**src/rtl/fetch_pkg.sv**
```systemverilog
// Shared types and constants for the instruction-fetch stage.
// A fetch entry carries the instruction together with its PC and PC+4.
package fetch_pkg;

    localparam int          FETCH_AW       = 32;
    localparam int          FETCH_DW       = 32;
    localparam logic [31:0] NOP_INSTR      = 32'h0000_0013;
    localparam logic [31:0] FETCH_RESET_PC = 32'h0000_0000;

    typedef struct packed {
        logic [FETCH_AW-1:0] pc;
        logic [FETCH_DW-1:0] instr;
        logic [FETCH_AW-1:0] pc_plus4;
    } fetch_entry_t;

    localparam int ENTRY_W = $bits(fetch_entry_t);

endpackage

```
**src/rtl/fetch_fifo.sv**
```systemverilog
// Circular prefetch buffer of fetch entries with push, pop and flush.
// Flush only clears pointers and count; stale storage stays visible on the head.
module fetch_fifo
    import fetch_pkg::*;
#(
    parameter int DEPTH = 2,
    localparam int PW   = $clog2(DEPTH),
    localparam int CW   = PW + 1
) (
    input  logic               clk,
    input  logic               rst_n,
    input  logic               i_push,
    input  logic               i_pop,
    input  logic               i_flush,
    input  logic [ENTRY_W-1:0] i_wdata,
    output logic [ENTRY_W-1:0] o_rdata,
    output logic [CW-1:0]      o_count
);

    fetch_entry_t  r_mem [DEPTH];
    logic [PW-1:0] r_wr_ptr;
    logic [PW-1:0] r_rd_ptr;
    logic [CW-1:0] r_count;

    always_ff @(posedge clk or negedge rst_n) begin
        if (!rst_n) begin
            r_wr_ptr <= '0;
            r_rd_ptr <= '0;
            r_count  <= '0;
            for (int i = 0; i < DEPTH; i++) begin
                r_mem[i] <= '0;
            end
        end else if (i_flush) begin
            r_wr_ptr <= '0;
            r_rd_ptr <= '0;
            r_count  <= '0;
        end else begin
            if (i_push) begin
                r_mem[r_wr_ptr] <= i_wdata;
                r_wr_ptr        <= r_wr_ptr + 1'b1;
            end
            if (i_pop) begin
                r_rd_ptr <= r_rd_ptr + 1'b1;
            end
            // Simultaneous push and pop leaves the occupancy unchanged.
            case ({i_push, i_pop})
                2'b10:   r_count <= r_count + 1'b1;
                2'b01:   r_count <= r_count - 1'b1;
                default: r_count <= r_count;
            endcase
        end
    end

    assign o_rdata = r_mem[r_rd_ptr];
    assign o_count = r_count;

endmodule

```
**src/rtl/fetch_unit.sv**
```systemverilog
// Instruction-fetch stage: owns the PC, fetches from a combinational memory
// into a prefetch FIFO and hands entries to decode; redirects flush everything.
module fetch_unit
    import fetch_pkg::*;
#(
    parameter int                    ADDR_WIDTH = 32,
    parameter int                    DATA_WIDTH = 32,
    parameter logic [ADDR_WIDTH-1:0] RESET_PC   = FETCH_RESET_PC,
    parameter int                    DEPTH      = 2
) (
    input  logic                  clk,
    input  logic                  rst_n,
    output logic [ADDR_WIDTH-1:0] imem_addr_o,
    input  logic [DATA_WIDTH-1:0] imem_rdata_i,
    input  logic                  redirect_i,
    input  logic [ADDR_WIDTH-1:0] redirect_pc_i,
    output logic                  out_valid_o,
    input  logic                  out_ready_i,
    output logic [DATA_WIDTH-1:0] out_instr_o,
    output logic [ADDR_WIDTH-1:0] out_pc_o,
    output logic [ADDR_WIDTH-1:0] out_pc_plus4_o
);

    localparam int            CW         = $clog2(DEPTH) + 1;
    localparam logic [CW-1:0] FULL_COUNT = CW'(DEPTH);

    logic [ADDR_WIDTH-1:0] r_pc;
    logic [ADDR_WIDTH-1:0] w_pc_plus4;
    logic [ADDR_WIDTH-1:0] w_redirect_pc;
    logic [CW-1:0]         w_count;
    logic                  w_pop;
    logic                  w_push;
    fetch_entry_t          w_wr_entry;
    fetch_entry_t          w_rd_entry;

    assign w_pc_plus4    = r_pc + ADDR_WIDTH'(4);
    assign w_redirect_pc = redirect_pc_i & ~ADDR_WIDTH'(3);

    // Redirect masks valid so decode never consumes an entry being flushed.
    assign out_valid_o = (w_count != '0) && !redirect_i;
    assign w_pop       = out_valid_o && out_ready_i;
    assign w_push      = !redirect_i && ((w_count < FULL_COUNT) || w_pop);

    always_ff @(posedge clk or negedge rst_n) begin
        if (!rst_n) begin
            r_pc <= RESET_PC;
        end else if (redirect_i) begin
            r_pc <= w_redirect_pc;
        end else if (w_push) begin
            r_pc <= w_pc_plus4;
        end
    end

    always_comb begin
        w_wr_entry          = '0;
        w_wr_entry.pc       = r_pc;
        w_wr_entry.instr    = imem_rdata_i;
        w_wr_entry.pc_plus4 = w_pc_plus4;
    end

    fetch_fifo #(
        .DEPTH (DEPTH)
    ) u_fifo (
        .clk     (clk),
        .rst_n   (rst_n),
        .i_push  (w_push),
        .i_pop   (w_pop),
        .i_flush (redirect_i),
        .i_wdata (w_wr_entry),
        .o_rdata (w_rd_entry),
        .o_count (w_count)
    );

    assign imem_addr_o    = r_pc;
    assign out_instr_o    = w_rd_entry.instr;
    assign out_pc_o       = w_rd_entry.pc;
    assign out_pc_plus4_o = w_rd_entry.pc_plus4;

endmodule

```
**config.mk**
```make
export PLATFORM = sky130hd
export DESIGN_NAME = fetch_unit
export DESIGN_NICKNAME = d
export VERILOG_FILES = /design/src/rtl/fetch_pkg.sv /design/src/rtl/fetch_fifo.sv /design/src/rtl/fetch_unit.sv
export SDC_FILE = /design/constraint.sdc
export NUM_CORES = 1
export LEC_CHECK = 0
export CORE_UTILIZATION = 57
export CTS_CLUSTER_DIAMETER = 80
export DETAILED_ROUTE_END_ITERATION = 6
export PLACE_DENSITY = 0.95
export SLEW_MARGIN = 5
export SYNTH_ARGS = -nofsm -noshare
export SYNTH_HDL_FRONTEND = slang
export SYNTH_SLANG_ARGS = --single-unit
export TNS_END_PERCENT = 50
```
**constraint.sdc**
```tcl
create_clock -name clk -period 3.5 [get_ports clk]
set_input_delay 0.7 -clock clk [delete_from_list [all_inputs] [get_ports clk]]
set_output_delay 0.7 -clock clk [all_outputs]
set_load 0.01 [all_outputs]
```
# After elaboration in Yosys (flattened, before gate mapping)
# Index checks and enable logic that the tools add are counted.
[totals]
out_inout_bits = 129
reg_bits = 228
[op_classes]
eq_ne = 2
n_lt_le_gt_ge = 4
addsub = 5
bitwise = 3
mux = 14
reduce_logical = 11
[ops]
columns = ["op", "n"]
rows = [
  ["$mux W96", 4],
  ["$bwmux W192", 1],
  ["$demux W96 S1", 1],
  ["$mux W32", 2],
  ["$add A32 B3 Y32 const B", 1],
  ["$reduce_bool A2 Y1", 3],
  ["$ge A2 B2 Y1 const B", 2],
  ["$logic_and A1 B1 Y1", 4],
  ["$mux W1", 4],
  ["$not A1 Y2", 2],
  ["$pmux W2 S2", 1],
  ["$reduce_bool A3 Y1", 1],
  ["$add A1 B1 Y1 const B", 2],
  ["$add A2 B1 Y2 const B", 1],
  ["$eq A2 B1 Y1 const B", 1],
  ["$eq A2 B2 Y1 const B", 1],
  ["$lt A2 B1 Y1 const B", 1],
  ["$lt A2 B2 Y1 const B", 1],
  ["$mux W2", 1],
  ["$reduce_and A2 Y1", 1],
  ["$sub A2 B1 Y2 const B", 1],
  ["$logic_not A1 Y1", 1],
  ["$logic_or A1 B1 Y1", 1],
  ["$not A1 Y1", 1],
]

# Logic depth before layout (Yosys ltp)
[depth]
depth_word = 8
mapped_depth = 8

# By module
# Synthesis repeated with hierarchy kept, for this count alone.
[unflattened]
hier_cells = 825
hier_area_um2 = 10775.3
[modules_own_cells]
columns = ["mod", "area_each_um2", "n_inst", "cells_per_inst", "seq_area_each_um2"]
rows = [
  ["fetch_fifo", 8459.4, 1, 530, 4904.7],
  ["fetch_unit", 2316.0, 1, 295, 750.7],
]

# Least setup slack after synthesis
# No wires, ideal clock.
[synth_path]
kind = "reg-to-output"
start = "register u_fifo.r_rd_ptr"
end = "output out_instr_o[0]"
t_arrival_ps = 1376
slack_ps = 1424
required_ps = 2800
stages_incl_launch_ff = 4
cell_sequence = "dfrtp_1 -> clkbuf_1 -> clkbuf_1 -> mux2_2"
[synth_via]
elab_chain_cells = 4
[synth_rtl]
columns = ["item", "line_no", "text"]
rows = [
  ["start: declaration", "fetch_fifo.sv:22", "logic [PW-1:0] r_rd_ptr;"],
  ["start signal: assignment", "fetch_fifo.sv:43", "r_rd_ptr <= r_rd_ptr + 1'b1;"],
  ["$not A1 Y2 (implied by the code)", "fetch_fifo.sv:54", "assign o_rdata = r_mem[r_rd_ptr];"],
  ["$mux W96 (implied by the code) (3 in a row)", "fetch_fifo.sv:54", ""],
  ["end: declaration", "fetch_unit.sv:19", "output logic [DATA_WIDTH-1:0] out_instr_o,"],
]
# Every way passes these cells. The select of a mux whose other input is x is not followed.

# Final worst setup path
[layout_path]
start = "register u_fifo.r_rd_ptr"
end = "output out_pc_plus4_o[25]"
[layout_via]
elab_chain_cells = 4
[layout_rtl]
columns = ["item", "line_no", "text"]
rows = [
  ["$not A1 Y2 (implied by the code)", "fetch_fifo.sv:54", ""],
  ["$mux W96 (implied by the code) (3 in a row)", "fetch_fifo.sv:54", ""],
  ["end: declaration", "fetch_unit.sv:21", "output logic [ADDR_WIDTH-1:0] out_pc_plus4_o"],
]
# Every way passes these cells. The select of a mux whose other input is x is not followed.

==> flow_summary.ini <==
[outcome]
status = finished clean

[clock_tree]
clock_path_buffers = 3
htree_levels = 1
cts_resized = 0
cts-root-buf = clkbuf_16
cts_made_buffers = 24
cts_tree = done
cts_sinks = 218
clk_latency_ps = 510
post_cts_buffers = 0
clk_pin_slew_worst_paths_ps = 60
hold_buffers = 0

[timing]
setup_viol = 0
slew_violations = 0
fin_crit_sh_pct = 87.83
maxSlewHeadroom_pct = 49.46
max_freq_mhz = 325.3
holdWs_ps = 194.5
fin_skew_ps = 13.80
fin_crit_ps = 3074
tns_ps = 0
hold_violations = 0
tightest_slew_ps = 753.9
rsz0062_at_grt = false

[worst_setup_path]
worst_setup_path_start_kind = flip-flop
worstPathArrival_ps = 2370
path_cells = buf_12 -> mux2_2 -> clkdlybuf4s50_1
criticalPathCategory = flip-flop to output port
cp.required_ps = 2800
cpLargestDelayFamily = buffers and inverters
critPathCaptureType = output port
slowest_delay_ps = 600
cp_num_buf_inv = 2
cp_max_fo = 53
critPathSlowestCell = dfrtp_4

[detailed_routing]
vias_per_cell = 5.855
avgRoutedWirePerCell_um = 19.70
wirelength_um = 27250
vias = 8097
firstDrtPassIters = 5
ant_nets = 0
drc = 0
drt_iter0_markers = 736

[die]
rows = 49
die_x_um = 137.5
die_y_um = 137.5
start_util_pct = 58.23
coreArea_mm2 = 0.01796
die_area_mm2 = 0.01890
io_pins = 197

[synth]
synth_warnings = 0
syn_area_mm2 = 0.01046
synthArstFlopShare_pct = 100.0
syn_area_per_cell_um2 = 10.32
synthDistinctLibCells = 38
synth_seq_cells = 218
synth_edf_count = 0
synth-seq-area-share_pct = 52.15
synthFlopType = dfrtp_1
syn_inst = 1014

[placement]
place.gp.congestion = 0.8262
port_buffers = 188
dpl.hpwl_um = 17360

[global_route]
antenna_found_initial = 0
grt_pass1_vias = 8020
overflow = 0
grt_usage_pct = 29.08
grt_pass1_wl_um = 42390
grt_max_degree = 90

[cells_and_area]
final_cell_mix = 286 x nand2_1, 217 x dfrtp_1, 186 x clkdlybuf4s50_1
diodes = 0
nNetsFinal = 1207
final_common_cell = nand2_1
fillers = 1117
seq_area_mm2 = 0.005459
multi_input_area_mm2 = 0.004447
area_growth_pct = 25.16
layout-drive-gt1-share_pct = 20.10

[run]
drv_cap = 0

[worst_hold_path]
min_path_type = input pin to asynchronous set/reset pin

[pwr]
power_leakage_nw = 5.770
p_per_area_mw_per_mm2 = 621.0
vdd_drop_max_mv = 0.4044
[metrics by stage]
stage | area, µm² | std cells | total power, mW | util [%] | setup WS, ps
2_1_floorplan | 10480 | 1019 | 4.504 | - | 1424
3_3_place_gp | 12260 | 1341 | 5.375 | 68.27 | 807.4
3_5_place_dp | 12260 | 1341 | 5.494 | 68.27 | 702.0
4_1_cts | 13090 | 1383 | 8.147 | 72.88 | 417.3
5_1_grt | 13090 | 1383 | 8.468 | 72.88 | 367.8
6_report | 13090 | 1383 | 8.130 | 72.88 | 425.8
[synth_stat cells, types with 2 or more instances]
master,count,area [µm²]
and3_1,4,25.02
and4_1,2,17.52
buf_2,26,130.1
buf_4,36,270.3
clkbuf_1,46,172.7
clkbuf_2,2,10.01
dfrtp_1,218,5455
inv_1,2,7.510
mux2_2,159,1790
nand2_1,287,1077
nand2b_1,2,12.51
nand3_1,17,85.08
nand3_2,3,30.03
nand4_1,16,100.1
nand4b_1,2,17.52
nor2_1,17,63.81
nor2b_1,2,12.51
nor3_1,9,45.04
nor3_2,2,20.02
nor4_1,2,12.51
nor4_4,2,42.54
o21ai_0,63,315.3
o21ai_1,22,110.1
or3_1,2,12.51
xnor2_1,25,219.0
xor2_1,34,297.8
[metal layers]
| metal | up-vias | wire, µm | track usage, % |
|---|---|---|---|
| li1 | 3574 | - | - |
| met1 | 3996 | 10620 | 38.17 |
| met2 | 421 | 12950 | 46.04 |
| met3 | 106 | 2324 | 5.776 |
| met4 | 0 | 1361 | 14.59 |
| met5 | - | 0 | 0 |
[power breakdown]
group	internal, mW	total [mW]	switching (mW)
registers	3.05	3.43	0.380
clock network	1.60	2.63	1.02
logic	1.16	2.07	0.914
total	5.81	8.13	2.32
[logic make-up after synthesis]
group                    after synthesis  share of synthesized area, %
other                                  1                       0.03585
buffers and inverters                113                         5.682
AO/OA/AOI/OAI                         87                         4.199
adder cells (fa/ha/maj)                1                        0.1196
AND/OR/NAND/NOR                      374                         15.55
flip-flops                           218                         52.15
XOR/XNOR                              59                         4.940
multiplexers                         161                         17.32
[state kept, by name, summed over array words and instances, names as in the netlist]
register         cells
u_fifo.r_wr_ptr      1
u_fifo.r_mem       184
u_fifo.r_rd_ptr      1
u_fifo.o_count       2
imem_addr_o         30
[path summary, 6_finish.rpt]
kind                            slack, ps            endpoint         startpoint  cells after the start
min in group clk                      470   u_fifo.r_mem[107]  u_fifo.r_mem[107]                      2
worst min register to register        470   u_fifo.r_mem[107]  u_fifo.r_mem[107]                      2
max in group asynchronous            2420   u_fifo.r_mem[158]              rst_n                      2
worst max-delay path                  430  out_pc_plus4_o[25]    u_fifo.r_rd_ptr                      3
worst max register to register        870    u_fifo.r_mem[30]     imem_addr_o[2]                      6
worst min-delay path                  190    u_fifo.r_mem[37]              rst_n                      1
[area by class of cell]
type                    instances  area share [%]
clock inverters                12           1.090
multi-input cells             688           33.97
clock buffers                  30           5.228
well taps                     229           2.189
flip-flops and latches        218           41.70
repair buffers                204           15.77
inverters                       2         0.05734
No activity file was read; power rests on OpenSTA's default activity.
==> RTL edit: new RTL, same settings <==
Make the reset (`rst_n`) synchronous in 2 clocked blocks.
--- a/src/rtl/fetch_fifo.sv
+++ b/src/rtl/fetch_fifo.sv
@@ -24,3 +24,3 @@
 
-    always_ff @(posedge clk or negedge rst_n) begin
+    always_ff @(posedge clk) begin
         if (!rst_n) begin
--- a/src/rtl/fetch_unit.sv
+++ b/src/rtl/fetch_unit.sv
@@ -43,3 +43,3 @@
 
-    always_ff @(posedge clk or negedge rst_n) begin
+    always_ff @(posedge clk) begin
         if (!rst_n) begin
Check against the original RTL: differs if rst_n is asserted again (counterexample within 4 cycles, from zero or initial values and one cycle with rst_n low); with rst_n held inactive, the same outputs for 4 cycles.
==> RTL edit against the unedited design <==
  * Design area up 1.7%
  * Register-to-register slack worse by 0.20 ns
  * Wire length down 1.6%
  * Synthesized area up 3.1%
  * Global-route usage down 1.6 points
  * Sequential cell count up 1
  * Worst setup slack better by 0.13 ns
  * Clock skew down 0.0063 ns
  * Final cell count down 8.9%
  * Critical path type unchanged
  * Critical endpoint is now out_pc_plus4_o[17]
Power is not compared: it rests on default switching activity, and its combinational part moved more than twofold at a synthesized area within 25%.
==> RTL edit: results (changes against the unedited design) <==
metric;value;unit;change
RePlAce Congestion;0.906;;+9.7%
Final HPWL DP;17.2;mm;-0.74%
status;finished, final reports clean;;
CP arrival;2.25;ns;-0.12 ns
fill cell count;1161;;+3.9%
Yosys cell types;55;;+45%
register area share after synthesis;0.577;;+0.0556
Reg2Reg Launch Point;imem_addr_o[3];;
ranking of synthesized cells by area;edfxtp_1 51%, mux2_2 10%, and2_1 6.8%, dfxtp_1 6.5%, buf_4 3.0%;;
vias in the first global route;7562;;-5.7%
Post-Route WL;26.8;mm;-1.6%
ys async rst share;0;;-1.00
Least-Margin Pin Slew;1.28;ns;+0.524 ns
Min-Delay Path Class;flop to flop;;
EDFF count, synth;184;;+184
Clock Skew;0.00747;ns;-0.00632 ns
vias;7742;;-4.4%
dpl cells;1225;;-8.7%
H-tree depth;1;;unchanged
layout cells sized above 1;0.168;;-0.0332
Placed Area;0.0127;sq mm;+3.5%
GRT Resource Usage Total;0.275;;-0.0163
fin cells;1260;;-8.9%
post-synthesis average cell area;12.2;sq um;+19%
CP max-delay cell;clkdlybuf4s50_1;;
Synth top cells by count;184 x edfxtp_1, 117 x and2_1, 97 x mux2_2;;
design area;0.0133;sq mm;+1.7%
-- RTL edit: per-layer routing --
layer	global-route usage	up-vias	part of all wire	routed length [um]
met1	0.369	3750	0.39	10500
met2	0.444	481	0.48	12800
li1	-	3435	-	-
met4	0.106	0	0.033	890
met3	0.0516	76	0.097	2590
met5	0	-	0	0
-- RTL edit: through the flow --
stage / setup slack, ns / utilization / power (mW)
4_1_cts: 0.571 / 0.729 / 5.99
6_report: 0.554 / 0.729 / 5.98
3_3_place_gp: 0.436 / 0.695 / 3.85
5_1_grt: 0.508 / 0.729 / 6.16
2_1_floorplan: -0.228 / - / 3.51
3_5_place_dp: 0.350 / 0.695 / 3.89
-- RTL edit: area by class of cell --
type,count,area share
sequential,219,0.468
clock buffer,31,0.0455
inverter,13,0.00366
multi-input combinational,549,0.299
clock inverter,4,0.00160
timing repair buffer,215,0.161
tap,229,0.0215
-- RTL edit: power groups by stage --
stage	Combinational [mW]	Sequential (mW)	Clock [mW]
floorplan	0.417	3.09	0
global placement	0.718	3.13	0
detailed placement	0.736	3.15	0
CTS	0.745	3.10	2.15
global route	0.787	3.11	2.26
finish	0.744	3.10	2.14
-- RTL edit: cells by family (layout without fill, tap and decap cells) --
group	count (synthesis)	count (layout)	share of synthesized area
mux	102	102	0.106
buf+inv	119	263	0.0593
other cells	1	6	0.000348
simple gates	303	303	0.168
fa+ha+maj	2	2	0.00232
flops	219	219	0.577
compound gates	109	109	0.0647
xor+xnor	27	27	0.0219
-- RTL edit: path summary, 6_finish.rpt --
check                        end  slack (ns)  cells past startpoint
min reg2reg      u_fifo.r_rd_ptr        0.54                      2
max reg2reg  u_fifo.r_mem[0][18]        0.67                      5
min              u_fifo.r_rd_ptr        0.54                      2
max           out_pc_plus4_o[17]        0.55                      3
